`src/rtl/decoder_rr_scheduler.sv`:
```
// Round-robin scheduler sharing one decoder-driven select bus among 8 requesters.
// Grant registered one edge after a request is seen in IDLE; one idle cycle between grants.
// A grant is held until done, request drop, en=0, or MAX_HOLD cycles with others waiting.
module decoder_rr_scheduler #(
  parameter int MAX_HOLD = 4
) (
  input  logic       clk,
  input  logic       rst,
  input  logic       en,
  input  logic [7:0] req,
  input  logic       done,
  output logic [7:0] gnt,
  output logic [2:0] gnt_idx,
  output logic       gnt_valid
);

  localparam int CW = (MAX_HOLD > 1) ? $clog2(MAX_HOLD) : 1;
  localparam logic [CW-1:0] HOLD_LAST = CW'(MAX_HOLD - 1);

  typedef enum logic {IDLE, GRANT} state_t;

  state_t        state;
  logic [2:0]    ptr;
  logic [CW-1:0] hold_cnt;

  logic [2:0]    pick_idx;
  logic          pick_found;
  logic [2:0]    cand;
  logic [7:0]    others;
  logic          release_now;

  // Scan requests starting at ptr; the first set bit wins.
  always_comb begin
    pick_idx   = ptr;
    pick_found = 1'b0;
    cand       = ptr;
    for (int k = 0; k < 8; k++) begin
      cand = ptr + 3'(k);
      if (!pick_found && req[cand]) begin
        pick_idx   = cand;
        pick_found = 1'b1;
      end
    end
  end

  // Release conditions for the current holder; timeout only counts when someone else waits.
  always_comb begin
    others      = req & ~(8'h01 << gnt_idx);
    release_now = done || !req[gnt_idx] || !en ||
                  ((hold_cnt == HOLD_LAST) && (others != 8'h00));
  end

  // One-hot select decoded from the registered index; empty when no grant is active.
  assign gnt = gnt_valid ? (8'h01 << gnt_idx) : 8'h00;

  // Two-state grant FSM with registered index/valid and round-robin pointer.
  always_ff @(posedge clk or posedge rst) begin
    if (rst) begin
      state     <= IDLE;
      gnt_valid <= 1'b0;
      gnt_idx   <= 3'd0;
      ptr       <= 3'd0;
      hold_cnt  <= '0;
    end else begin
      case (state)
        IDLE: begin
          if (en && pick_found) begin
            state     <= GRANT;
            gnt_idx   <= pick_idx;
            gnt_valid <= 1'b1;
            hold_cnt  <= '0;
          end
        end
        GRANT: begin
          if (release_now) begin
            state     <= IDLE;
            gnt_valid <= 1'b0;
            // Just-served requester becomes lowest priority.
            ptr       <= gnt_idx + 3'd1;
          end else if (hold_cnt != HOLD_LAST) begin
            hold_cnt  <= hold_cnt + CW'(1);
          end
        end
        default: begin
          state     <= IDLE;
          gnt_valid <= 1'b0;
        end
      endcase
    end
  end

endmodule
```
`config.mk`:
```
export PLATFORM = sky130hd
export DESIGN_NAME = decoder_rr_scheduler
export DESIGN_NICKNAME = d
export VERILOG_FILES = /design/src/rtl/decoder_rr_scheduler.sv
export SDC_FILE = /design/constraint.sdc
export NUM_CORES = 1
export LEC_CHECK = 0
export CORE_MARGIN = 1
export CORE_UTILIZATION = 40
export DETAILED_ROUTE_END_ITERATION = 10
export DONT_BUFFER_PORTS = 1
export MAX_ROUTING_LAYER = met4
export PLACE_DENSITY = 0.58
export SLEW_MARGIN = 20
export SYNTH_ARGS = -nofsm -noshare
export SYNTH_HDL_FRONTEND = slang
export SYNTH_SLANG_ARGS = --single-unit
```
`constraint.sdc`:
```
create_clock -name clk -period 3.65 [get_ports clk]
set_clock_uncertainty 0.15 [all_clocks]
set_input_delay 0.5475 -clock clk [delete_from_list [all_inputs] [get_ports clk]]
set_output_delay 0.5475 -clock clk [all_outputs]
set_load 0.02 [all_outputs]
```
Word-level counts from Yosys, hierarchy flattened --
Index checks and enable logic that the tools add are counted.
Storage, ports and cells: logic and storage cells 103, flip-flop bits (word level) 10, output and inout port bits 12
Operators by class: add/sub/neg operators 9, mux-type cells 44, shifts and indexed selects 1, bitwise gates (word level) 3, $lt $le $gt $ge 9, equal/unequal tests 6, reductions and logical operators 26
Operators with widths (count):
- $lt 3x4->1 const B | 9
- $bmux 1 s3 | 9
- $mux 1 | 21
- $mux 3 | 7
- $add 3x3->3 const B | 4
- $logic_and 1x1->1 | 9
- $logic_not 1->1 | 9
- $and 8x8->8 | 1
- $mux 8 | 1
- $not 8->8 | 1
- $reduce_bool 8->1 | 1
- $shl 1x3->8 const A | 1
- $add 3x1->3 const B | 2
- $add 3x2->3 const B | 2
- $mux 2 | 3
- $ne 2x2->1 const B | 3
- $reduce_and 2->1 | 3
- $ne 2x1->1 const B | 2
- $pmux 1 s2 | 2
- $pmux 2 s2 | 1
- $logic_or 1x1->1 | 3
- $reduce_and 3->1 | 1
- $add 2x1->2 const B | 1
- $eq 2x2->1 const B | 1
- $not 1->1 | 1

Longest topological paths before layout --
Gate-level depths: netlist (run 1).
depth after elaboration 27, mapped depth 12

Least setup slack after synthesis (run 1) --
OpenSTA, ideal clock, no wires.
path kind register to register, start point reg ptr[0], end point reg gnt_idx[1], cell stages (with the launch flop) 13, buffers on the path 3, path slack 0.439 ns, data required time 3.414 ns, arrival 2.975 ns, path through dfrtp_1 -> buf_4 -> buf_4 -> inv_2 -> ha_1 -> buf_6 -> mux2i_1 -> mux4_2 -> o32a_1 -> a32o_2 -> o22ai_2 -> o221ai_2 -> a32oi_2
Between the ends: longest elaborated chain between the ends 26, elaborated cells between the ends (all ways) 54
Ends and longest elaborated chain:
- start, declared | RTL line 23 | logic [2:0] ptr;
- start signal, assigned | RTL line 79 | ptr <= gnt_idx + 3'd1;
- branches (longest 26 deep; another with $add 3x1->3)
- end signal, assigned | RTL line 69 | gnt_idx <= pick_idx;
- end, declared | RTL line 13 | output logic [2:0] gnt_idx,
Several ways; the timed one is not identified. The select of a mux whose other input is x is not followed. A chain may end at the register's enable or synchronous reset.

Worst setup path in the final report (run 1) --
Same ends and word-level chain as after synthesis.

==> results.yml, run 1 <==
outcome:
  status: "completed"
synth:
  syn_area_mm2: 0.00164
  postSynthAreaPerCell_um2: 9.17
  synthFlopType: "dfrtp_1"
  synthCells: 179
  ys_ff_latch: 10
  synth_edf_count: 0
  mappedNetlistNets: 200
  synth_cell_types: 48
  yosysSeqAreaShare_pct: 15.2
  yosys_warnings: 0
  synth-async-reset-ratio_pct: 100
detailed_routing:
  antenna_left: 0
  routed_wl_um: 4280
  vias: 1480
  drtIter0Drc: 60
  wl_per_cell_um: 19.1
  dr.pass1.iters: 4
  drc: 0
  vias_per_cell: 6.61
cells_and_area:
  area_delta_synth_final_pct: 4.65
  drive_above_1_share_pct: 21.0
  fin_nets: 198
  final_cell_mix: "nand2_1 (15), inv_1 (15), o21ai_0 (12), mux2i_1 (12), mux4_2 (11)"
  diodes: 0
  final_core_util_pct: 45.2
global_route:
  grt_antenna_before_repair: 0
  grt_pass1_wl_um: 7110
  grt_overflow_total: 0
  grt_pass1_vias: 1479
  grtUsageMet3_pct: 3.45
  track_usage_pct: 22.0
  top_usage_layer: "met2"
  grt_max_degree: 20
  gr-usage-met2_pct: 36.6
  met1_usage_pct: 26.4
clocking:
  postCtsSetupRepairBufs: 0
  cts_max_level: 1
  cts_tree: "yes"
  clockRootBuffer: "clkbuf_8"
  numCtsBuffers: 3
  clk_latency_ps: 230
  clockBufferDepth: 2
  cts_resized: 0
  cts_sinks: 10
  hold_buffers: 0
  clkTransAtPathRegs_ps: 50
sta:
  slew_viol_final: 0
  setup_viol: 0
  fmax_ghz: 0.320
  fin_crit_sh_pct: 85.7
  worstMarginPinSlew_ps: 575
  max-slew-margin-rel_pct: 61.6
  fin_setup_tns_ps: 0
  rsz0062_at_grt: "no"
  hold_violations: 0
  finalCriticalPeriod_ps: 3130
pwr:
  vdd_drop_max_v: 0.000526
  p_leak_uw: 0.000735
  power_density_mw_per_mm2: 1100
run:
  maxCapViolCount: 0
place:
  gp_congestion: 0.924
  port_buffers: 0
  place.detailed.hpwl_um: 3270
floorplan:
  die_w_um: 66.1
  ioPinCount: 24
  dieArea_mm2: 0.00436
  row_count: 22
  core_mm2: 0.00380
  die_y_um: 66.1
  initial_utilization_pct: 43.2
worst_setup_path:
  cp_max_fo: 13
  cp.required_ps: 3650
  r2r-end: "gnt_idx[1]"
  crit_path_end_kind: "register"
  critPathLaunchType: "register"
  worstSetupPathType: "register to register"
  reg2reg_from: "ptr[0]"
  arrival_ps: 3130
  r2r_setup_slack_ps: 520
  reg2reg_depth: 9
worst_hold_path:
  hp-class: "input port to asynchronous set/reset pin"
==> registers in the layout (all words and copies together), names as in the netlist <==
signal     count
gnt_idx        3
gnt_valid      1
hold_cnt       2
ptr            3
state          1
==> cells in the mapped netlist (2+ instances only) <==
cell type | number | area [µm²]
mux2_2 | 7 | 78.8
dfrtp_1 | 10 | 250
nand2_1 | 15 | 56.3
nand3_1 | 3 | 15.0
and3_1 | 3 | 18.8
nor2b_1 | 3 | 18.8
nor3_1 | 4 | 20.0
o22ai_1 | 5 | 31.3
mux4_1 | 3 | 78.8
o21ai_0 | 12 | 60.1
inv_1 | 15 | 56.3
mux4_2 | 11 | 248
clkbuf_1 | 5 | 18.8
nand2b_1 | 5 | 31.3
o32a_1 | 2 | 20.0
buf_6 | 2 | 22.5
o21ai_1 | 2 | 10.0
a22oi_1 | 2 | 15.0
buf_4 | 3 | 22.5
and2_1 | 5 | 31.3
a31oi_1 | 2 | 12.5
o31ai_1 | 2 | 15.0
nor2_1 | 7 | 26.3
a21oi_1 | 7 | 35.0
mux2i_1 | 12 | 120
ha_1 | 9 | 113
a32o_2 | 2 | 22.5
==> worst max path at each step <==
stage / endpoint / startpoint / slack (ps) / cells after the start
5_1_grt: hold_cnt[1] / ptr[1] / 340 / 9
3_5_place_dp: gnt_idx[1] / ptr[1] / 540 / 9
4_1_cts: gnt_idx[1] / ptr[1] / 540 / 9
3_3_place_gp: state / ptr[1] / 640 / 7
2_1_floorplan: gnt_idx[1] / ptr[0] / 440 / 12
6_report: gnt_idx[1] / ptr[0] / 520 / 9
==> worst max-delay path, stage by stage, from the launching register on <==
cell,delay [ps]
dfrtp_1,350
inv_2,60
ha_1,610
mux2i_1,180
mux4_2,500
o32a_1,410
a32o_2,300
o22ai_2,180
o221ai_2,110
a32oi_2,190
==> area by class of cell <==
| cell class | instances | area, µm² |
|---|---|---|
| sequential | 10 | 250 |
| tap | 48 | 60.1 |
| inverter | 17 | 63.8 |
| multi-input combinational | 141 | 1260 |
| timing repair buffer | 4 | 30.0 |
| fill | 367 | 2080 |
| clock buffer | 4 | 55.1 |
==> routing by layer <==
layer | routed length (µm) | share of wire (%) | vias up
met3 | 252 | 5.9 | 14
li1 | - | - | 668
met2 | 2130 | 50 | 72
met1 | 1720 | 40 | 726
met5 | 0 | 0 | -
met4 | 170 | 4.0 | 0
==> through the flow <==
step	hold slack [ps]	area [µm²]	power [µW]	setup WS, ps	cells
floorplan	238	1640	1480	439	179
global placement	278	1660	1690	641	220
detailed placement	287	1660	1740	544	220
CTS	34.4	1720	1880	541	224
global route	54.9	1720	2040	337	224
finish	30.3	1720	1900	522	224
==> cells by family (layout without fill, tap and decap cells) <==
kind of cell	Yosys count	in the layout	share of synthesized area, %
buf+inv	28	25	8.08
xor+xnor	2	2	1.07
mux	33	33	32.0
flops	10	10	15.2
fa+ha+maj	9	9	6.86
simple gates	50	50	15.6
compound gates	47	47	21.1
==> report_power, final <==
group          switching [µW]  total [µW]  leakage, µW  internal (µW)
clock network            41.7         136    0.0000288           94.7
registers                 125         280     0.000121            155
logic                     812        1480     0.000585            670
Power figures use the tool's default switching activity.
==> run 2: changes to the inputs <==
==> constraint.sdc (replaced) <==
create_clock -name clk -period 3.65 [get_ports clk]
set_clock_uncertainty 0.15 [all_clocks]
set_input_delay 0.5475 -clock clk [delete_from_list [all_inputs] [get_ports clk]]
set_output_delay 0.5475 -clock clk [all_outputs]
set_load 0.005 [all_outputs]
==> run 2 against run 1 <==
Against the previous run:
- combinational power decreased by 3%
- via count decreased by 1.4%
- worst setup slack improved by 52 ps
- routed wire length decreased by 1.5%
- core utilization decreased by 0.20 points
- register-to-register slack improved by 50 ps
- maximum frequency increased by 1.7%
- final area decreased by 0.44%
- total power decreased by 3.8%
- critical path type unchanged
- critical endpoint is now hold_cnt[1]
==> results.yml, run 2 (synthesis results as in run 1) <==
worst_setup_path:
  path_cells: "inv_2 -> ha_1 -> mux4_1 -> mux2i_1 -> nand2_1 -> o31ai_4 -> nand3_1 -> o21ai_1"
  arrival_ps: 3090
  crit_family: "multiplexers"
  crit_path_end_kind: "register"
  cp_max_fo: 13
  worstSetupPathType: "register to register"
  max_stage_delay_ps: 660
  critPathLaunchType: "register"
  cp.required_ps: 3660
  slowest_stage: "mux4_1"
  r2r_setup_slack_ps: 570
  reg2reg_from: "ptr[0]"
  path_buf_inv: 1
  reg2reg_depth: 8
  r2r-end: "hold_cnt[1]"
floorplan:
  row_count: 22
  ioPinCount: 24
  die_y_um: 66.1
  dieArea_mm2: 0.00436
  core_mm2: 0.00380
  initial_utilization_pct: 43.2
  die_w_um: 66.1
pwr:
  vdd_drop_max_v: 0.000610
  power_density_mw_per_mm2: 1070
  p_leak_uw: 0.000730
global_route:
  grt_pass1_vias: 1461
  track_usage_pct: 21.8
  grt_pass1_wl_um: 7050
  grt_overflow_total: 0
  grt_antenna_before_repair: 0
  grt_max_degree: 20
cells_and_area:
  final_cell_mix: "nand2_1 (15), inv_1 (15), o21ai_0 (12), mux2i_1 (12), mux4_2 (11)"
  drive_above_1_share_pct: 20.6
  final_area_mm2: 0.00171
  area_delta_synth_final_pct: 4.19
  diodes: 0
  fin_nets: 197
  reg.largest.list: "gnt_idx x3, ptr x3, hold_cnt x2"
  nFillCells: 369
  final_core_util_pct: 45.0
sta:
  max-slew-margin-rel_pct: 54.9
  fmax_ghz: 0.325
  finalCriticalPeriod_ps: 3080
  slew_viol_final: 0
  fin_setup_tns_ps: 0
  fin_crit_sh_pct: 84.3
  hold_violations: 0
  finalWorstSetupSlack_ps: 574
  worstMarginPinSlew_ps: 670
  rsz0062_at_grt: "no"
  setup_viol: 0
clocking:
  cts_resized: 0
  hold_buffers: 0
  cts_tree: "yes"
  cts_max_level: 1
  numCtsBuffers: 3
  clk_latency_ps: 240
  clkTransAtPathRegs_ps: 50
  cts_sinks: 10
  clockRootBuffer: "clkbuf_8"
  clockBufferDepth: 2
  postCtsSetupRepairBufs: 0
detailed_routing:
  vias_per_cell: 6.54
  dr.pass1.iters: 4
  routed_wl_um: 4210
  drc: 0
  antenna_left: 0
  drtIter0Drc: 45
  vias: 1459
  wl_per_cell_um: 18.9
place:
  port_buffers: 0
  placedInstanceArea_mm2: 0.00166
  place.detailed.hpwl_um: 3120
  gp_congestion: 0.952
  place_ws_ps: 606
worst_hold_path:
  hp-class: "input port to asynchronous set/reset pin"
run:
  maxCapViolCount: 0
outcome:
  status: "completed"
-- run 2: how the worst max path moves through the flow --
stage,from,endpoint,slack (ps),cells past startpoint
after floorplan,ptr[0],gnt_idx[1],440,12
after global placement,ptr[1],gnt_idx[1],660,9
after detailed placement,ptr[1],gnt_idx[1],610,9
after CTS,ptr[1],gnt_idx[1],600,9
after global routing,ptr[1],hold_cnt[1],320,8
final,ptr[0],hold_cnt[1],570,8
-- run 2: worst register-to-register path, delay by kind of cell (launching register included) --
family	cells	cell delay (ps)
multiplexers	2	970
flip-flops	1	360
adder cells (fa/ha/maj)	1	600
AO/OA/AOI/OAI	2	510
AND/OR/NAND/NOR	2	340
buffers and inverters	1	70
-- run 2: through the flow --
stage | total power (µW) | hold WS (ps) | instances
6_report | 1830 | 22.8 | 223
5_1_grt | 1970 | 52.5 | 223
4_1_cts | 1810 | 35.0 | 223
3_5_place_dp | 1660 | 284 | 219
3_3_place_gp | 1630 | 279 | 219
2_1_floorplan | 1430 | 238 | 179
-- run 2: layout make-up --
class                      instances  area (µm²)  share of cell area [%]
clock buffer                       4        55.1                    3.22
inverter                          17        63.8                    3.73
tap                               48        60.1                    3.51
multi-input combinational        141        1260                    73.6
sequential                        10         250                    14.6
timing repair buffer               3        22.5                    1.32
-- run 2: power breakdown --
part | internal, µW | switching (µW) | total [µW]
Combinational | 664 | 765 | 1430
Sequential | 156 | 101 | 257
Clock | 95.0 | 45.8 | 141
-- run 2: per-layer routing --
layer | GRT usage [%] | wire, µm | up-vias
met2 | 37.1 | 2100 | 54
met5 | - | 0 | -
met4 | 7.45 | 112 | 0
met3 | 4.31 | 244 | 14
met1 | 25.5 | 1750 | 718
li1 | - | - | 673
==> patch: new RTL, config.mk and constraints of run 2 <==
Change the parameter `MAX_HOLD` from 4 to 8.
--- a/src/rtl/decoder_rr_scheduler.sv
+++ b/src/rtl/decoder_rr_scheduler.sv
@@ -2,7 +2,7 @@
 // Grant registered one edge after a request is seen in IDLE; one idle cycle between grants.
 // A grant is held until done, request drop, en=0, or MAX_HOLD cycles with others waiting.
 module decoder_rr_scheduler #(
-  parameter int MAX_HOLD = 4
+  parameter int MAX_HOLD = 8
 ) (
   input  logic       clk,
   input  logic       rst,
Function: changed (a bounded check fails within 10 cycles, from zero or initial values and one cycle with rst high).
==> patch against run 2 <==
Critical path depth increased by 1; highest routed layer unchanged; die area decreased by 0.36%; combinational power up 4%; first-iteration DRC count increased by 120%; largest cell class unchanged; power increased by 2.5%; cell area rose by 0.29%; routed wire length fell by 7.7%; area after synthesis decreased by 0.38%; sequential cell count is 1 higher; setup slack worse by 82 ps.
==> patch: results (changes against run 2) <==
met1 layer wirelength in the final routing=1700 um (was 1750 um); final hold violation count=0 (unchanged); cells taking the most area after synthesis=dfrtp_1 17%, mux4_2 17%, ha_1 7.7%, mux2_2 5.5%, inv_1 4.4% (was dfrtp_1 15%, mux4_2 15%, mux2i_1 7.3%, ha_1 6.9%, mux4_1 4.8%); via count of the first global-routing pass=1336 (was 1461); max incr delay on CP=590 ps (was 660 ps); met3 WL post-DR=213 um (was 244 um); quantity of I/O buffers inserted on ports=0 (unchanged); total routing resource utilization after global routing=20.2% (was 21.8%); HPWL after detailed placement=2990 um (was 3120 um); clock latency on the worst-skew pair=240 ps (about the same); largest net degree at the start of global routing=14 (was 20); instance count after placement with tap cells included=212 (was 219); clock buffer count from CTS=3 (unchanged); FF-to-FF path depth=9 (was 8); maximum fanout along the worst path=11 (was 13); terminus of the critical flop-to-flop path=gnt_idx[0]$_DFFE_PP0P_ (was hold_cnt[1]$_DFFE_PP0P_); routed wire length per instance=18.0 um (was 18.9 um); CTS clock-pin slew for the worst setup and hold paths=50 ps (about the same); proportion of register bits with asynchronous set or reset after synthesis=100% (unchanged); wire length of the first global-routing pass=6590 um (was 7050 um); Synth Net Count=189 (was 200); Commonest cells post-synth=19 x inv_1, 12 x mux4_2, 11 x dfrtp_1 (was 15 x inv_1, 15 x nand2_1, 12 x mux2i_1, 12 x o21ai_0, 11 x mux4_2); actual slew at the worst max-slew pin=667 ps (was 670 ps); detail-routed via count per cell=6.33 (was 6.54); non-filler instance count after layout=216 (was 223); run status=finished, final reports clean (unchanged); GP Congestion=0.841 (was 0.952); number of DRC markers in iteration 0=98 (was 45); proportion of layout cells with a drive suffix above 1=19.6% (was 20.6%); static leakage=0.704 nW (was 0.730 nW); Setup WS pre-CTS=505 ps (was 606 ps); biggest registers after layout=gnt_idx (3), hold_cnt (3), ptr (3) (was gnt_idx (3), ptr (3), hold_cnt (2)); Sw Ratio=50.4% (was 49.9%); Synth Warn #=0 (unchanged); number of distinct standard cells referenced by the synthesized netlist=49 (was 48); number of diodes added for antenna fixing=0 (unchanged); worst path arrival time=3120 ps (was 3090 ps); sequential fraction of the synthesis area=16.8% (was 15.2%); post-CTS sizing=0 (unchanged); highest-delay cell along the critical path=ha_1 (was mux4_1); minimum setup slack among reg-to-reg paths=490 ps (was 570 ps); total met2 wirelength after detailed routing=1950 um (was 2100 um); Worst IR Drop VDD=0.523 mV (was 0.610 mV); Post-Syn Instances=167 (was 179); # H-tree levels=1 (unchanged); number of fillers in the final layout=379 (was 369); post-route worst hold slack=38.9 ps (was 22.8 ps)
[patch: worst max-delay path by stage]
stage,to,slack [ps],cells past startpoint
global route,gnt_idx[2]$_DFFE_PP0P_,290,9
CTS,gnt_idx[0]$_DFFE_PP0P_,490,9
floorplan,gnt_idx[0]$_DFFE_PP0P_,610,11
detailed placement,gnt_idx[0]$_DFFE_PP0P_,500,9
finish,gnt_idx[0]$_DFFE_PP0P_,490,9
global placement,gnt_idx[0]$_DFFE_PP0P_,550,9
[patch: power groups by stage]
stage	clock network, W	registers [W]	logic (W)
global route	0.000128	0.000264	0.00165
global placement	0	0.000255	0.00148
floorplan	0	0.000225	0.00128
finish	0.000122	0.000254	0.00149
CTS	0.000123	0.000255	0.00149
detailed placement	0	0.000256	0.00148
[patch: metrics by stage]
step | utilization (%) | area (sq um)
final | 45.2 | 1720
after global routing | 45.2 | 1720
after CTS | 45.2 | 1720
after detailed placement | 44.0 | 1670
after global placement | 44.0 | 1670
after floorplan | - | 1640
[patch: cells by family after synthesis]
logic type	Yosys count	share of synthesized area, %
compound gates	49	22.6
simple gates	37	12.7
fa+ha+maj	10	7.65
buf+inv	26	7.50
mux	31	31.1
flops	11	16.8
xor+xnor	3	1.61
[patch: final cells by class]
cell class / count / area (sq um) / share of cell area, %
tap: 48 / 60.1 / 3.50
multi-input combinational: 130 / 1240 / 72.1
clock buffer: 4 / 45.0 / 2.63
sequential: 11 / 275 / 16.0
inverter: 20 / 75.1 / 4.38
timing repair buffer: 3 / 22.5 / 1.31
[patch: metal layers]
layer,up-vias,track usage [%]
met5,-,-
met4,0,3.99
met3,3,1.90
met2,54,33.8
met1,661,26.7
li1,649,-
